[config.mk]
export PLATFORM = sky130hd
export DESIGN_NAME = ps2_key_fifo_flat
export DESIGN_NICKNAME = d
export VERILOG_FILES = /design/src/rtl/ps2_key_fifo_if.sv /design/src/rtl/ps2_key_fifo.sv /design/src/flat_wrapper.sv
export SDC_FILE = /design/constraint.sdc
export NUM_CORES = 1
export LEC_CHECK = 0
export BUFFER_PORTS_ARGS = -buffer_cell sky130_fd_sc_hd__buf_4
export CAP_MARGIN = 20
export CORE_UTILIZATION = 30
export CTS_BUF_LIST = sky130_fd_sc_hd__clkbuf_16
export CTS_CLUSTER_DIAMETER = 100
export DETAILED_ROUTE_END_ITERATION = 10
export PLACE_DENSITY = 0.53
export SETUP_SLACK_MARGIN = 0.3
export SLEW_MARGIN = 25
export SYNTH_ARGS = -nofsm -noshare
export SYNTH_HDL_FRONTEND = slang
export SYNTH_SLANG_ARGS = --single-unit
export TNS_END_PERCENT = 20
[constraint.sdc]
create_clock -name Clock_50 -period 8.4 [get_ports Clock_50]
set_input_delay 1.68 -clock Clock_50 [delete_from_list [all_inputs] [get_ports Clock_50]]
set_output_delay 1.68 -clock Clock_50 [all_outputs]
set_load 0.03 [all_outputs]
[src/rtl/ps2_key_fifo_if.sv]
// Interface bundle for the PS/2 key FIFO. It carries the scan-code input,
// the consumer pop request and the character/status outputs.
interface ps2_key_fifo_if;
  logic [7:0] PS2_code;
  logic       PS2_code_ready;
  logic       char_rd_en;
  logic [7:0] char_data;
  logic       char_empty;
  logic       char_full;
  logic [4:0] char_count;
  logic       char_overflow;
  logic       shift_active;

  // Producer/consumer side: drives codes and pops, observes the FIFO.
  modport master (
    output PS2_code, PS2_code_ready, char_rd_en,
    input  char_data, char_empty, char_full, char_count, char_overflow, shift_active
  );

  // Block side.
  modport slave (
    input  PS2_code, PS2_code_ready, char_rd_en,
    output char_data, char_empty, char_full, char_count, char_overflow, shift_active
  );
endinterface

[src/rtl/ps2_key_fifo.sv]
// PS/2 set-2 scan-code decoder feeding an ASCII character FIFO.
// Break/extended prefixes are tracked by a small FSM, shift keys are held in
// two flags, and printable make codes are pushed into a circular buffer.
module ps2_key_fifo #(
  parameter int FIFO_DEPTH = 8
) (
  input logic          Clock_50,
  input logic          Resetn,
  ps2_key_fifo_if.slave bus
);
  localparam int AW = $clog2(FIFO_DEPTH);
  localparam logic [4:0] DEPTH5 = 5'(FIFO_DEPTH);

  typedef enum logic [1:0] {S_KEY_IDLE, S_KEY_BREAK, S_KEY_EXT, S_KEY_EXT_BREAK} key_state_t;

  key_state_t state_q, state_d;
  logic       ready_q, code_evt;
  logic       left_shift, right_shift, ls_d, rs_d;
  logic       push_req;
  logic [7:0] push_char;
  logic       is_letter, is_sym;
  logic [4:0] letter_idx;
  logic [7:0] sym_char;

  logic [FIFO_DEPTH-1:0][7:0] mem;
  logic [AW-1:0] wr_ptr, rd_ptr;
  logic [4:0]    count;
  logic          overflow;
  logic          do_push, do_pop, full, empty;

  // One event per rising edge of the ready level.
  assign code_evt = bus.PS2_code_ready & ~ready_q;

  // Scan-code lookup: letters as an alphabet index, other mapped keys as ASCII.
  always_comb begin
    is_letter  = 1'b1;
    letter_idx = 5'd0;
    case (bus.PS2_code)
      8'h1C: letter_idx = 5'd0;   8'h32: letter_idx = 5'd1;
      8'h21: letter_idx = 5'd2;   8'h23: letter_idx = 5'd3;
      8'h24: letter_idx = 5'd4;   8'h2B: letter_idx = 5'd5;
      8'h34: letter_idx = 5'd6;   8'h33: letter_idx = 5'd7;
      8'h43: letter_idx = 5'd8;   8'h3B: letter_idx = 5'd9;
      8'h42: letter_idx = 5'd10;  8'h4B: letter_idx = 5'd11;
      8'h3A: letter_idx = 5'd12;  8'h31: letter_idx = 5'd13;
      8'h44: letter_idx = 5'd14;  8'h4D: letter_idx = 5'd15;
      8'h15: letter_idx = 5'd16;  8'h2D: letter_idx = 5'd17;
      8'h1B: letter_idx = 5'd18;  8'h2C: letter_idx = 5'd19;
      8'h3C: letter_idx = 5'd20;  8'h2A: letter_idx = 5'd21;
      8'h1D: letter_idx = 5'd22;  8'h22: letter_idx = 5'd23;
      8'h35: letter_idx = 5'd24;  8'h1A: letter_idx = 5'd25;
      default: is_letter = 1'b0;
    endcase
    is_sym   = 1'b1;
    sym_char = 8'h00;
    case (bus.PS2_code)
      8'h45: sym_char = 8'h30;  8'h16: sym_char = 8'h31;
      8'h1E: sym_char = 8'h32;  8'h26: sym_char = 8'h33;
      8'h25: sym_char = 8'h34;  8'h2E: sym_char = 8'h35;
      8'h36: sym_char = 8'h36;  8'h3D: sym_char = 8'h37;
      8'h3E: sym_char = 8'h38;  8'h46: sym_char = 8'h39;
      8'h29: sym_char = 8'h20;  8'h5A: sym_char = 8'h0D;
      8'h66: sym_char = 8'h08;
      default: is_sym = 1'b0;
    endcase
  end

  // Decoder next state: prefix tracking, shift flags and push request.
  always_comb begin
    state_d   = state_q;
    ls_d      = left_shift;
    rs_d      = right_shift;
    push_req  = 1'b0;
    push_char = 8'h00;
    if (code_evt) begin
      case (state_q)
        S_KEY_IDLE: begin
          if (bus.PS2_code == 8'hF0)      state_d = S_KEY_BREAK;
          else if (bus.PS2_code == 8'hE0) state_d = S_KEY_EXT;
          else if (bus.PS2_code == 8'h12) ls_d = 1'b1;
          else if (bus.PS2_code == 8'h59) rs_d = 1'b1;
          else if (is_letter) begin
            // Case comes from the shift state held before this event.
            push_req  = 1'b1;
            push_char = ((left_shift | right_shift) ? 8'h41 : 8'h61) + {3'b000, letter_idx};
          end else if (is_sym) begin
            push_req  = 1'b1;
            push_char = sym_char;
          end
        end
        S_KEY_BREAK: begin
          if (bus.PS2_code == 8'h12) ls_d = 1'b0;
          if (bus.PS2_code == 8'h59) rs_d = 1'b0;
          state_d = S_KEY_IDLE;
        end
        S_KEY_EXT:       state_d = (bus.PS2_code == 8'hF0) ? S_KEY_EXT_BREAK : S_KEY_IDLE;
        S_KEY_EXT_BREAK: state_d = S_KEY_IDLE;
        default:         state_d = S_KEY_IDLE;
      endcase
    end
  end

  // Decoder state and edge-detect registers.
  always_ff @(posedge Clock_50 or negedge Resetn) begin
    if (!Resetn) begin
      state_q     <= S_KEY_IDLE;
      ready_q     <= 1'b0;
      left_shift  <= 1'b0;
      right_shift <= 1'b0;
    end else begin
      state_q     <= state_d;
      ready_q     <= bus.PS2_code_ready;
      left_shift  <= ls_d;
      right_shift <= rs_d;
    end
  end

  assign full  = (count == DEPTH5);
  assign empty = (count == 5'd0);
  // A pop frees a slot on the same edge, so a full FIFO still accepts a push.
  assign do_pop  = bus.char_rd_en & ~empty;
  assign do_push = push_req & (~full | do_pop);

  // Pointers, occupancy and sticky overflow.
  always_ff @(posedge Clock_50 or negedge Resetn) begin
    if (!Resetn) begin
      wr_ptr   <= '0;
      rd_ptr   <= '0;
      count    <= 5'd0;
      overflow <= 1'b0;
    end else begin
      if (do_push) wr_ptr <= wr_ptr + AW'(1);
      if (do_pop)  rd_ptr <= rd_ptr + AW'(1);
      case ({do_push, do_pop})
        2'b10:   count <= count + 5'd1;
        2'b01:   count <= count - 5'd1;
        default: count <= count;
      endcase
      if (push_req && !do_push) overflow <= 1'b1;
    end
  end

  // Character storage; contents are don't-care until written.
  always_ff @(posedge Clock_50) begin
    if (do_push) mem[wr_ptr] <= push_char;
  end

  assign bus.char_data     = mem[rd_ptr];
  assign bus.char_empty    = empty;
  assign bus.char_full     = full;
  assign bus.char_count    = count;
  assign bus.char_overflow = overflow;
  assign bus.shift_active  = left_shift | right_shift;
endmodule

[src/flat_wrapper.sv]
// flat-port wrapper written by rule: the top's interface ports become plain ports
module ps2_key_fifo_flat 
#(
  parameter int FIFO_DEPTH = 8
)
  (Clock_50, Resetn, bus_PS2_code, bus_PS2_code_ready, bus_char_rd_en, bus_char_data, bus_char_empty, bus_char_full, bus_char_count, bus_char_overflow, bus_shift_active);
  ps2_key_fifo_if bus_i ();
  input logic Clock_50;
  input logic Resetn;
  input wire logic [$bits(bus_i.PS2_code)-1:0] bus_PS2_code;
  input wire logic [$bits(bus_i.PS2_code_ready)-1:0] bus_PS2_code_ready;
  input wire logic [$bits(bus_i.char_rd_en)-1:0] bus_char_rd_en;
  output wire logic [$bits(bus_i.char_data)-1:0] bus_char_data;
  output wire logic [$bits(bus_i.char_empty)-1:0] bus_char_empty;
  output wire logic [$bits(bus_i.char_full)-1:0] bus_char_full;
  output wire logic [$bits(bus_i.char_count)-1:0] bus_char_count;
  output wire logic [$bits(bus_i.char_overflow)-1:0] bus_char_overflow;
  output wire logic [$bits(bus_i.shift_active)-1:0] bus_shift_active;
  assign bus_i.PS2_code = bus_PS2_code;
  assign bus_i.PS2_code_ready = bus_PS2_code_ready;
  assign bus_i.char_rd_en = bus_char_rd_en;
  assign bus_char_data = bus_i.char_data;
  assign bus_char_empty = bus_i.char_empty;
  assign bus_char_full = bus_i.char_full;
  assign bus_char_count = bus_i.char_count;
  assign bus_char_overflow = bus_i.char_overflow;
  assign bus_shift_active = bus_i.shift_active;
  ps2_key_fifo #(.FIFO_DEPTH(FIFO_DEPTH)) u_core (.Clock_50(Clock_50), .Resetn(Resetn), .bus(bus_i));
endmodule
* Word-level counts from Yosys, hierarchy flattened *
Index checks and enable logic that the tools add are counted.

storage, ports and cells
  output and inout port bits = 17
  bits of input ports = 12
  register bits after elaboration = 81
  logic and storage cells = 144

cells by class
  reduce and logical (&&, ||, !) cells = 13
  eq/ne operators = 57
  $add $sub $neg = 5
  bitwise logic cells = 8
  $lt $le $gt $ge = 3
  multiplexer cells = 42

operators by type and width
  cell                                                                           number
  8-bit by 6-bit equality test with 1-bit output (second input constant)         23
  5-bit case mux with 25 select lines                                            1
  8-bit by 7-bit equality test with 1-bit output (second input constant)         10
  6-bit case mux with 13 select lines                                            1
  8-bit two-way mux                                                              9
  64-bit bitwise mux                                                             1
  8-bit by 5-bit equality test with 1-bit output (second input constant)         8
  26-bit OR reduction                                                            1
  8-bit binary-select mux with 3-bit select                                      1
  8-bit demux with 3-bit select                                                  1
  1-bit two-way mux                                                              19
  8-bit equality test (second input constant)                                    2
  13-bit OR reduction                                                            1
  6-bit two-way mux                                                              2
  5-bit case mux with 2 select lines                                             1
  8-bit by 5-bit adder with 8-bit output                                         1
  3-bit by 4-bit less-than comparator with 1-bit output (second input constant)  2
  2-bit by 1-bit != test with 1-bit output (second input constant)               4
  7-bit AND reduction                                                            1
  3-bit by 1-bit adder with 3-bit output (second input constant)                 2
  2-bit equality test (second input constant)                                    3
  2-bit two-way mux                                                              3
  2-bit != test (second input constant)                                          3
  2-bit case mux with 3 select lines                                             1
  18 further kinds                                                               27

* Logic depth before layout (Yosys ltp) *
Gate-level depths: netlist of run 1.

  depth in word-level cells = 14
  mapped depth = 17
  depth with buffers taken out = 15

* Worst setup path before layout of run 1 *
No wires, ideal clock.

  path type = in2reg
  start point = in bus_PS2_code[6]
  end point = reg u_core.count[4] (netlist: u_core.bus.char_count[4])
  arrival time = 4.324 ns
  setup time = 0.135 ns
  stages = 17
  required time = 8.265 ns
  setup slack = 3.941 ns
  path buffers = 2
  path through = buf_4 nor4b_1 nand2_1 nor3_1 or4b_1 clkbuf_1 a31oi_4 nand2_2 ha_1 inv_1 fa_1 inv_1 a21o_1 a21oi_1 xnor2_1 nor2_1 xor2_1

on the way
  cells in the longest elaborated chain, start to end = 14
  elaborated cells between the ends (all ways) = 60
  classes of those cells = eq/ne (45); mux (11); bitwise (1); reduce/logical (3)

ends and longest elaborated chain
  what                                                                                          RTL line             source
  start: declaration                                                                            flat_wrapper.sv:10   input wire logic [$bits(bus_i.PS2_code)-1:0] bus_PS2_code;
  8-bit by 7-bit equality test with 1-bit output (tied with other cells)                        ps2_key_fifo.sv:56   case (bus.PS2_code)
  13-bit OR reduction (no source line)                                                          --
  1-bit two-way mux                                                                             ps2_key_fifo.sv:56
  1-bit two-way mux                                                                             ps2_key_fifo.sv:86   end else if (is_sym) begin
  1-bit two-way mux                                                                             ps2_key_fifo.sv:82   else if (is_letter) begin
  1-bit two-way mux                                                                             ps2_key_fifo.sv:81   else if (bus.PS2_code == 8'h59) rs_d = 1'b1;
  1-bit two-way mux                                                                             ps2_key_fifo.sv:80   else if (bus.PS2_code == 8'h12) ls_d = 1'b1;
  1-bit two-way mux                                                                             ps2_key_fifo.sv:79   else if (bus.PS2_code == 8'hE0) state_d = S_KEY_EXT;
  1-bit two-way mux *                                                                           ps2_key_fifo.sv:78   if (bus.PS2_code == 8'hF0) state_d = S_KEY_BREAK;
  1-bit two-way mux *                                                                           ps2_key_fifo.sv:76   case (state_q)
  1-bit two-way mux *                                                                           ps2_key_fifo.sv:75   if (code_evt) begin
  1-bit bitwise AND *                                                                           ps2_key_fifo.sv:122  assign do_push = push_req & (~full | do_pop);
  2-bit by 1-bit equality test with 1-bit output / 2-bit equality test (equally long branches)  ps2_key_fifo.sv:134  case ({do_push, do_pop})
  5-bit case mux with 2 select lines / 2-bit nonzero test (equally long branches)               --
  end signal: assignment                                                                        ps2_key_fifo.sv:135  2'b10: count <= count + 5'd1;
  end signal: assignment                                                                        ps2_key_fifo.sv:136  2'b01: count <= count - 5'd1;
  end signal: assignment                                                                        ps2_key_fifo.sv:137  default: count <= count;
  end: declaration                                                                              ps2_key_fifo.sv:27   logic [4:0] count;

Mark *: on every way between the ends. The rest lies on a longest branch, timed or not.
A chain may end at the register's enable or synchronous reset.

* Worst setup path in the final report of run 1 *
  start point = in bus_PS2_code[4]
  end point = reg u_core.count[4] (netlist: u_core.bus.char_count[4])

Same word-level chain as after synthesis.

==> results.md, run 1 <==
- Vertical die dimension: between 100 and 150 um
- Critical path, cell by cell: buf_4, or4b_1, nor4_1, o21bai_2, nor3b_2, a31oi_4, nand2_2, ha_1, inv_1, fa_1, inv_1, a21o_1, a21oi_1, xnor2_1, nor2_1, xor2_1
- Maximum clock frequency: 216 MHz
- Post-synth ARST share: between 20% and 30%
- I/O pins: 29
- Cell type with the largest total area after synthesis: sky130_fd_sc_hd__edfxtp_1
- Reg2Reg Depth: 15
- Die Span X: around 120 um
- Number of antenna diodes: 0
- Count of endpoints failing hold in the final timing report: 0
- Start point of the worst min-delay path: u_core.bus.char_count[4]
- Pre-antenna DRT Iters: 4
- Routed via count: between 2,000 and 3,000
- Slew at the pin closest to its max-slew limit: between 0.9 and 1 ns
- Area growth syn-to-layout: 14.2%
- Remaining global-route overflow: 0
- Worst path bufs/invs: 3
- Pwr dens: 267 nW/um^2
- Clock sink count: between 80 and 90
- Maximum Capacitance Violations: 0
- Port-buffer cells: 28
- Setup slack, reg-to-reg: ~5.1 ns
- Final Max Tran Viols: 0
- Global-route wire length before repair: between 15 and 20 mm
- Cell repeated most along the worst path: sky130_fd_sc_hd__inv_1
- Post-synthesis sequential area ratio: 54.0%
- Smallest setup slack after layout: approximately 3.8 ns
- Crit path largest cell delay: between 0.6 and 0.7 ns
- Cell Area, Synth: approximately 4300 um^2
- Main flop type after synthesis: sky130_fd_sc_hd__edfxtp_1
- Yosys warning count: 0
- Endpoint of the lowest-slack register-to-register path: u_core.bus.char_count[4]
- Initial antenna violation count: 0
- Area share of the largest cell type after synthesis: ~44%
- Mean routed wirelength per cell: between 15 and 20 um
- Number of nets still failing antenna checks after routing: 0
- Setup Viol. Count Final: 0
- Number of vias per cell after detailed routing: about 5.3
- Number of buffers between clock root and the deepest sink: 2
- Post-Place Worst Slack: 3.45 ns
- Remaining DRCs: 0
- Number of nets in the final layout: 380
- Per-instance average area after synthesis: 12.9 um^2
- Pin count of the biggest net entering global routing: 33
- Fraction of final layout cells sized beyond drive strength 1: about a quarter
- Clock latency at the later pin of the worst-skew pair: 0.33 ns
- Pleak: about 1.7 nW
- Crit path time final: about 4.6 ns
- Effective utilization at floorplan: a little under a third
- Filler Cell Count: around 1,400
- Area of the die: between 10,000 and 15,000 um^2
- Unrepaired setup endpoints after global routing: no
- Final worst-path cycle share: ~55%
- Ranking of synthesized cells by area: sky130_fd_sc_hd__edfxtp_1 (44%), sky130_fd_sc_hd__dfrtp_1 (9.8%), sky130_fd_sc_hd__mux4_2 (8.3%), sky130_fd_sc_hd__mux2_2 (2.6%), sky130_fd_sc_hd__ha_1 (2.0%)
- Data arrival at the endpoint of the critical path: about 4.8 ns
- # placed instances: around 530
- Worst Setup End Kind: flop
- Overall Global Routing Usage: between 10% and 20%
- Violation count after the first detailed-route iteration: about 190
- FF+latch count, synth: 81
- Cell count after synthesis: ~340
- Hold path cells: 1
- Total wire length: approximately 9.6 mm
- Clock tree from TritonCTS: built
- Worst clock skew: roughly 0.0083 ns
- Count of unique library cells instantiated by Yosys: 71
- Number of buffers created by CTS: 9
- Post-layout instance count excluding filler cells: between 500 and 600
- Maximum ir drop on the vdd rail: roughly 0.18 mV
- Clk root buf: sky130_fd_sc_hd__clkbuf_16
- Result of the run: complete, no violations
- Count of cells resized by post-cts repair: 0
- Hold worst-path end: u_core.bus.char_count[4]
- Reg clk slew, reported paths: 0.06 ns
- Core area: about 14,000 um^2
- Worst Setup Start Kind: primary input
- Level count of the clock H-tree: 3
- Cell at the slowest stage of the critical path: sky130_fd_sc_hd__or4b_1
- DPL Wire Length: roughly 6.4 mm
- Worst Path Class, Setup: primary input to flop
- Critical path peak fanout: 25
- Worst hold slack across all endpoints: 0.518 ns
- Reg-to-reg critical path startpoint: u_core.ready_q
- Final total negative setup slack: 0 ns
- Cell family with the largest share of critical-path delay: simple AND/OR/NAND/NOR gates
- Worst slew margin relative to its limit: a little over a third
- Global placement routability congestion: 0.888
- Row Count: 43
- CTS Hold Bufs: 0
- Post-synth EDFFs: 64
- Data required time at the worst endpoint: 8.61 ns
- Vias in the first global route: ~2,800
- Min-delay worst type: flop to flop
- Setup bufs post-CTS: 0
[synth_stat cells, types with 3 or more instances]
cell type	instances
sky130_fd_sc_hd__a21oi_1	9
sky130_fd_sc_hd__a31oi_1	6
sky130_fd_sc_hd__buf_2	12
sky130_fd_sc_hd__clkbuf_1	8
sky130_fd_sc_hd__dfrtp_1	17
sky130_fd_sc_hd__edfxtp_1	64
sky130_fd_sc_hd__ha_1	7
sky130_fd_sc_hd__inv_1	10
sky130_fd_sc_hd__mux2_2	10
sky130_fd_sc_hd__mux4_2	16
sky130_fd_sc_hd__nand2_1	23
sky130_fd_sc_hd__nand2b_1	7
sky130_fd_sc_hd__nand3_1	6
sky130_fd_sc_hd__nand4_1	4
sky130_fd_sc_hd__nand4bb_1	3
sky130_fd_sc_hd__nor2_1	18
sky130_fd_sc_hd__nor2b_1	6
sky130_fd_sc_hd__nor3_1	16
sky130_fd_sc_hd__nor4_1	4
sky130_fd_sc_hd__nor4b_1	4
sky130_fd_sc_hd__o21ai_0	9
sky130_fd_sc_hd__o22ai_1	3
sky130_fd_sc_hd__or3_1	3
sky130_fd_sc_hd__or4_1	3
sky130_fd_sc_hd__or4b_1	3
sky130_fd_sc_hd__xnor2_1	8
sky130_fd_sc_hd__xor2_1	4
[flip-flops by register name (all words and copies together), names as in the netlist]
register                  cells
u_core.mem                   64
u_core.bus.char_count         5
u_core.rd_ptr                 3
u_core.right_shift            1
u_core.left_shift             1
u_core.ready_q                1
u_core.state_q                2
u_core.bus.char_overflow      1
u_core.wr_ptr                 3
[per-layer routing]
metal	GRT usage [%]	routed length, um	up-vias
li1	-	-	1347
met1	18.7	4500	1436
met2	21.5	4600	87
met3	3.30	391	8
met4	5.18	101	0
met5	0	0	-
[final cells by class]
cell class                      instances  area, um^2  area share [%]
Sequential cell                        81        2350            47.3
Multi-Input combinational cell        228        1860            37.6
Clock buffer                            9         225            4.54
Tap cell                              180         225            4.54
Timing Repair Buffer                   29         218            4.39
Clock inverter                          6        43.8           0.882
Inverter                               11        41.3           0.832
[through the flow]
| stage | area (um^2) | power, mW | utilization (%) |
|---|---|---|---|
| floorplan | 4370 | 0.849 | - |
| global placement | 4700 | 0.985 | 33.6 |
| detailed placement | 4700 | 0.986 | 33.6 |
| CTS | 4960 | 1.35 | 35.5 |
| global route | 4960 | 1.40 | 35.5 |
| finish | 4960 | 1.33 | 35.5 |
[placed cells by master (no fill, tap or decap), drive strengths merged, types with 9 or more instances in the layout]
master   n
nor3    16
a21oi   10
edfxtp  64
mux2    11
nand2   24
dfrtp   17
inv     12
o21ai   10
buf     29
mux4    16
nor2    18
clkbuf   9
[how the worst max path moves through the flow]
stage / startpoint / endpoint / slack, ns / cells after the start
6_report: bus_PS2_code[4] / u_core.bus.char_count[4] / 3.77 / 16
5_1_grt: bus_PS2_code[4] / u_core.bus.char_count[4] / 3.39 / 16
4_1_cts: bus_PS2_code[4] / u_core.bus.char_count[4] / 3.79 / 16
3_5_place_dp: bus_PS2_code[4] / u_core.bus.char_count[4] / 3.45 / 16
3_3_place_gp: bus_PS2_code[4] / u_core.bus.char_count[4] / 3.51 / 16
2_1_floorplan: bus_PS2_code[6] / u_core.bus.char_count[4] / 3.94 / 17
[kinds of logic (layout without fill, tap and decap cells)]
logic type	Yosys count	count (layout)	share of synthesized area, %
and+or+nand+nor	115	115	15.4
xor gates and xnor gates	12	12	2.42
buffers and inverters	36	55	3.97
DFF	81	81	54.0
adders and majority gates	9	9	2.70
muxes	29	29	11.7
AOI/OAI and AO/OA	55	55	9.78
other	1	8	0.0862
[worst register-to-register path, delay by kind of cell, from the launching register on]
family / cells / cell delay, ns
adder cells (fa/ha/maj): 2 / 0.48
AO/OA/AOI/OAI: 3 / 0.57
flip-flops: 1 / 0.35
AND/OR/NAND/NOR: 6 / 1.31
XOR/XNOR: 2 / 0.28
buffers and inverters: 2 / 0.18
[report_power, final]
group,internal (mW),switching [mW],total (mW)
Sequential,0.462,0.0608,0.522
Clock,0.199,0.154,0.353
Combinational,0.214,0.236,0.450
No activity file was read; power rests on OpenSTA's default activity.
==> run 2: changes to the inputs <==
--- a/config.mk
+++ b/config.mk
@@ -11,7 +11,7 @@
 export CTS_BUF_LIST = sky130_fd_sc_hd__clkbuf_16
 export CTS_CLUSTER_DIAMETER = 100
 export DETAILED_ROUTE_END_ITERATION = 10
-export PLACE_DENSITY = 0.53
+export PLACE_DENSITY = 0.55
 export SETUP_SLACK_MARGIN = 0.3
 export SLEW_MARGIN = 25
 export SYNTH_ARGS = -nofsm -noshare
==> constraint.sdc (replaced) <==
create_clock -name Clock_50 -period 3.7 [get_ports Clock_50]
set_input_delay 0.74 -clock Clock_50 [delete_from_list [all_inputs] [get_ports Clock_50]]
set_output_delay 0.74 -clock Clock_50 [all_outputs]
set_load 0.03 [all_outputs]
==> run 2 against run 1 <==
Effect of this change: via count up 3.5%; critical path type unchanged; utilization up 2.3 points; highest routed layer unchanged; non-clock buffer count up 30; sequential power up 130%; sequential share of layout area down 2.9 points.
==> results.md, run 2 (synthesis gave the netlist of run 1 again) <==
- Global placement routability congestion: 0.889 (about the same)
- Initial antenna violation count: 0 (unchanged)
- Filler Cell Count: 1,361 (+0.074%)
- Commonest non-fill, non-tap cells in the layout: sky130_fd_sc_hd__edfxtp_1 (64), sky130_fd_sc_hd__buf_4 (59), sky130_fd_sc_hd__nand2_1 (23)
- Min-delay worst type: primary input to async pin
- Pin count of the biggest net entering global routing: 23 (-30%)
- Crit path time final: around 3.3 ns
- Pre-antenna DRT Iters: 4 (unchanged)
- Final total negative setup slack: 0 ns (unchanged)
- Clock latency at the later pin of the worst-skew pair: 0.34 ns (about the same)
- Count of endpoints failing hold in the final timing report: 0 (unchanged)
- Total wire length: 10.0 mm (+4.4%)
- Worst Setup Start Kind: primary input
- Routed via count: 2,980 (+3.5%)
- Worst Path Class, Setup: primary input to flop
- Clock sink count: 81 (unchanged)
- Number of nets still failing antenna checks after routing: 0 (unchanged)
- Area of the die: 15,000 um^2 (unchanged)
- Fraction of final layout cells sized beyond drive strength 1: 30.9% (+7.5 points)
- Remaining global-route overflow: 0 (unchanged)
- Number of antenna diodes: 0 (unchanged)
- Pleak: 1.90 nW (+11%)
- Number of buffers created by CTS: 9 (unchanged)
- Data arrival at the endpoint of the critical path: 3.48 ns (-1.35 ns)
- Remaining DRCs: 0 (unchanged)
- Reg2Reg Depth: 15 (unchanged)
- Worst Setup End Kind: flop
- Mean routed wirelength per cell: 17.4 um (-1.2%)
- Final Max Tran Viols: 0 (unchanged)
- Setup bufs post-CTS: 0 (unchanged)
- Row Count: 43 (unchanged)
- Result of the run: complete, no violations
- Core area: 14,000 um^2 (unchanged)
- Vias in the first global route: 2,978 (+5.1%)
- I/O pins: 29 (unchanged)
- Setup slack, reg-to-reg: 0.71 ns (-4.39 ns)
- Register ranked first by flip-flop count: u_core.mem
- Port-buffer cells: 28 (unchanged)
- Final cell area excluding filler cells: 5290 um^2 (+6.6%)
- Critical path peak fanout: 22 (-12%)
- Violation count after the first detailed-route iteration: 204 (+8.5%)
- Worst clock skew: 0.00745 ns (-0.000845 ns)
- Pwr dens: 603 nW/um^2 (+130%)
- Area growth syn-to-layout: 21.7%
- Die Span X: 122 um (unchanged)
- Most common cell after layout, fill and taps aside: sky130_fd_sc_hd__edfxtp_1
- Setup Viol. Count Final: 0 (unchanged)
- Slew at the pin closest to its max-slew limit: 0.835 ns (-0.128 ns)
- Maximum Capacitance Violations: 0 (unchanged)
- Vertical die dimension: 122 um (unchanged)
- Overall Global Routing Usage: 14.5% (+0.60 points)
- Level count of the clock H-tree: 3 (unchanged)
- Worst slew margin relative to its limit: 44.3% (+9.0 points)
- Data required time at the worst endpoint: 3.92 ns (-4.69 ns)
- Maximum ir drop on the vdd rail: 0.352 mV (+93%)
- Effective utilization at floorplan: 31.1% (unchanged)
- Number of vias per cell after detailed routing: 5.18 (-2.0%)
- Number of nets in the final layout: 410 (+7.9%)
- Clk root buf: sky130_fd_sc_hd__clkbuf_16
- Maximum clock frequency: about 310 MHz
- Instance area at placement: 4970 um^2 (+5.8%)
- Global-route wire length before repair: 16.2 mm (+4.6%)
- Reg clk slew, reported paths: 0.06 ns (about the same)
- Clock tree from TritonCTS: built
- Number of buffers between clock root and the deepest sink: 2 (unchanged)
- Number of flip-flops under the largest register name: 64 (unchanged)
- CTS Hold Bufs: 0 (unchanged)
- Unrepaired setup endpoints after global routing: no
- DPL Wire Length: 6.90 mm (+7.7%)
- Final worst-path cycle share: between 80% and 90%
run 2: path summary, 6_finish.rpt:
kind	start	to
min	Resetn	u_core.bus.char_count[3]
min reg2reg	u_core.bus.char_count[4]	u_core.bus.char_count[4]
max	bus_PS2_code[4]	u_core.bus.char_count[4]
max reg2reg	u_core.ready_q	u_core.bus.char_count[4]
min in group Clock_50	u_core.bus.char_count[4]	u_core.bus.char_count[4]
max in group asynchronous	Resetn	u_core.rd_ptr[2]
run 2: metal layers:
layer  GRT usage (%)  wire, um  vias to the layer above
met3            3.49       546                       12
met4            4.42       138                        0
met1            19.5      4620                     1481
met5               0         0                        -
met2            22.9      4720                       83
li1                -         -                     1404
run 2: cell type report:
class | count | area [um^2] | share of cell area, %
Sequential cell | 81 | 2350 | 44.3
Multi-Input combinational cell | 228 | 1910 | 36.2
Timing Repair Buffer | 59 | 443 | 8.37
Clock buffer | 9 | 225 | 4.26
Tap cell | 180 | 225 | 4.26
Clock inverter | 7 | 93.8 | 1.77
Inverter | 11 | 43.8 | 0.827
run 2: power breakdown:
part / internal [mW] / switching [mW]
Clock: 0.591 / 0.355
Sequential: 1.05 / 0.137
Combinational: 0.516 / 0.546
Total: 2.15 / 1.04
run 2: worst max-delay path, stage by stage:
cell and delay, ns:
sky130_fd_sc_hd__buf_4 0.19, sky130_fd_sc_hd__or4b_1 0.56, sky130_fd_sc_hd__nor4_1 0.24, sky130_fd_sc_hd__o21bai_2 0.19, sky130_fd_sc_hd__nor3b_4 0.10, sky130_fd_sc_hd__a31oi_4 0.22
sky130_fd_sc_hd__nand2_2 0.11, sky130_fd_sc_hd__ha_4 0.20, sky130_fd_sc_hd__inv_4 0.06, sky130_fd_sc_hd__fa_2 0.20, sky130_fd_sc_hd__inv_1 0.04, sky130_fd_sc_hd__a21o_1 0.15
sky130_fd_sc_hd__a21oi_2 0.13, sky130_fd_sc_hd__xnor2_1 0.13, sky130_fd_sc_hd__nor2_1 0.07, sky130_fd_sc_hd__xor2_1 0.13
run 2: timing repair:
item,CTS,global route
setup endpoints to repair,0,1
gates resized for setup,0,1
hold endpoints to repair,0,0
run 2: through the flow:
step	worst slack [ns]	total power, mW	utilization [%]	std cells	hold WS [ns]
final	0.436	3.19	37.8	575	0.265
after global routing	0.296	3.37	37.8	575	0.270
after CTS	0.458	3.24	37.8	575	0.265
after detailed placement	0.101	2.28	35.5	559	0.479
after global placement	0.138	2.27	35.5	559	0.492
after floorplan	0.316	1.95	-	345	0.444
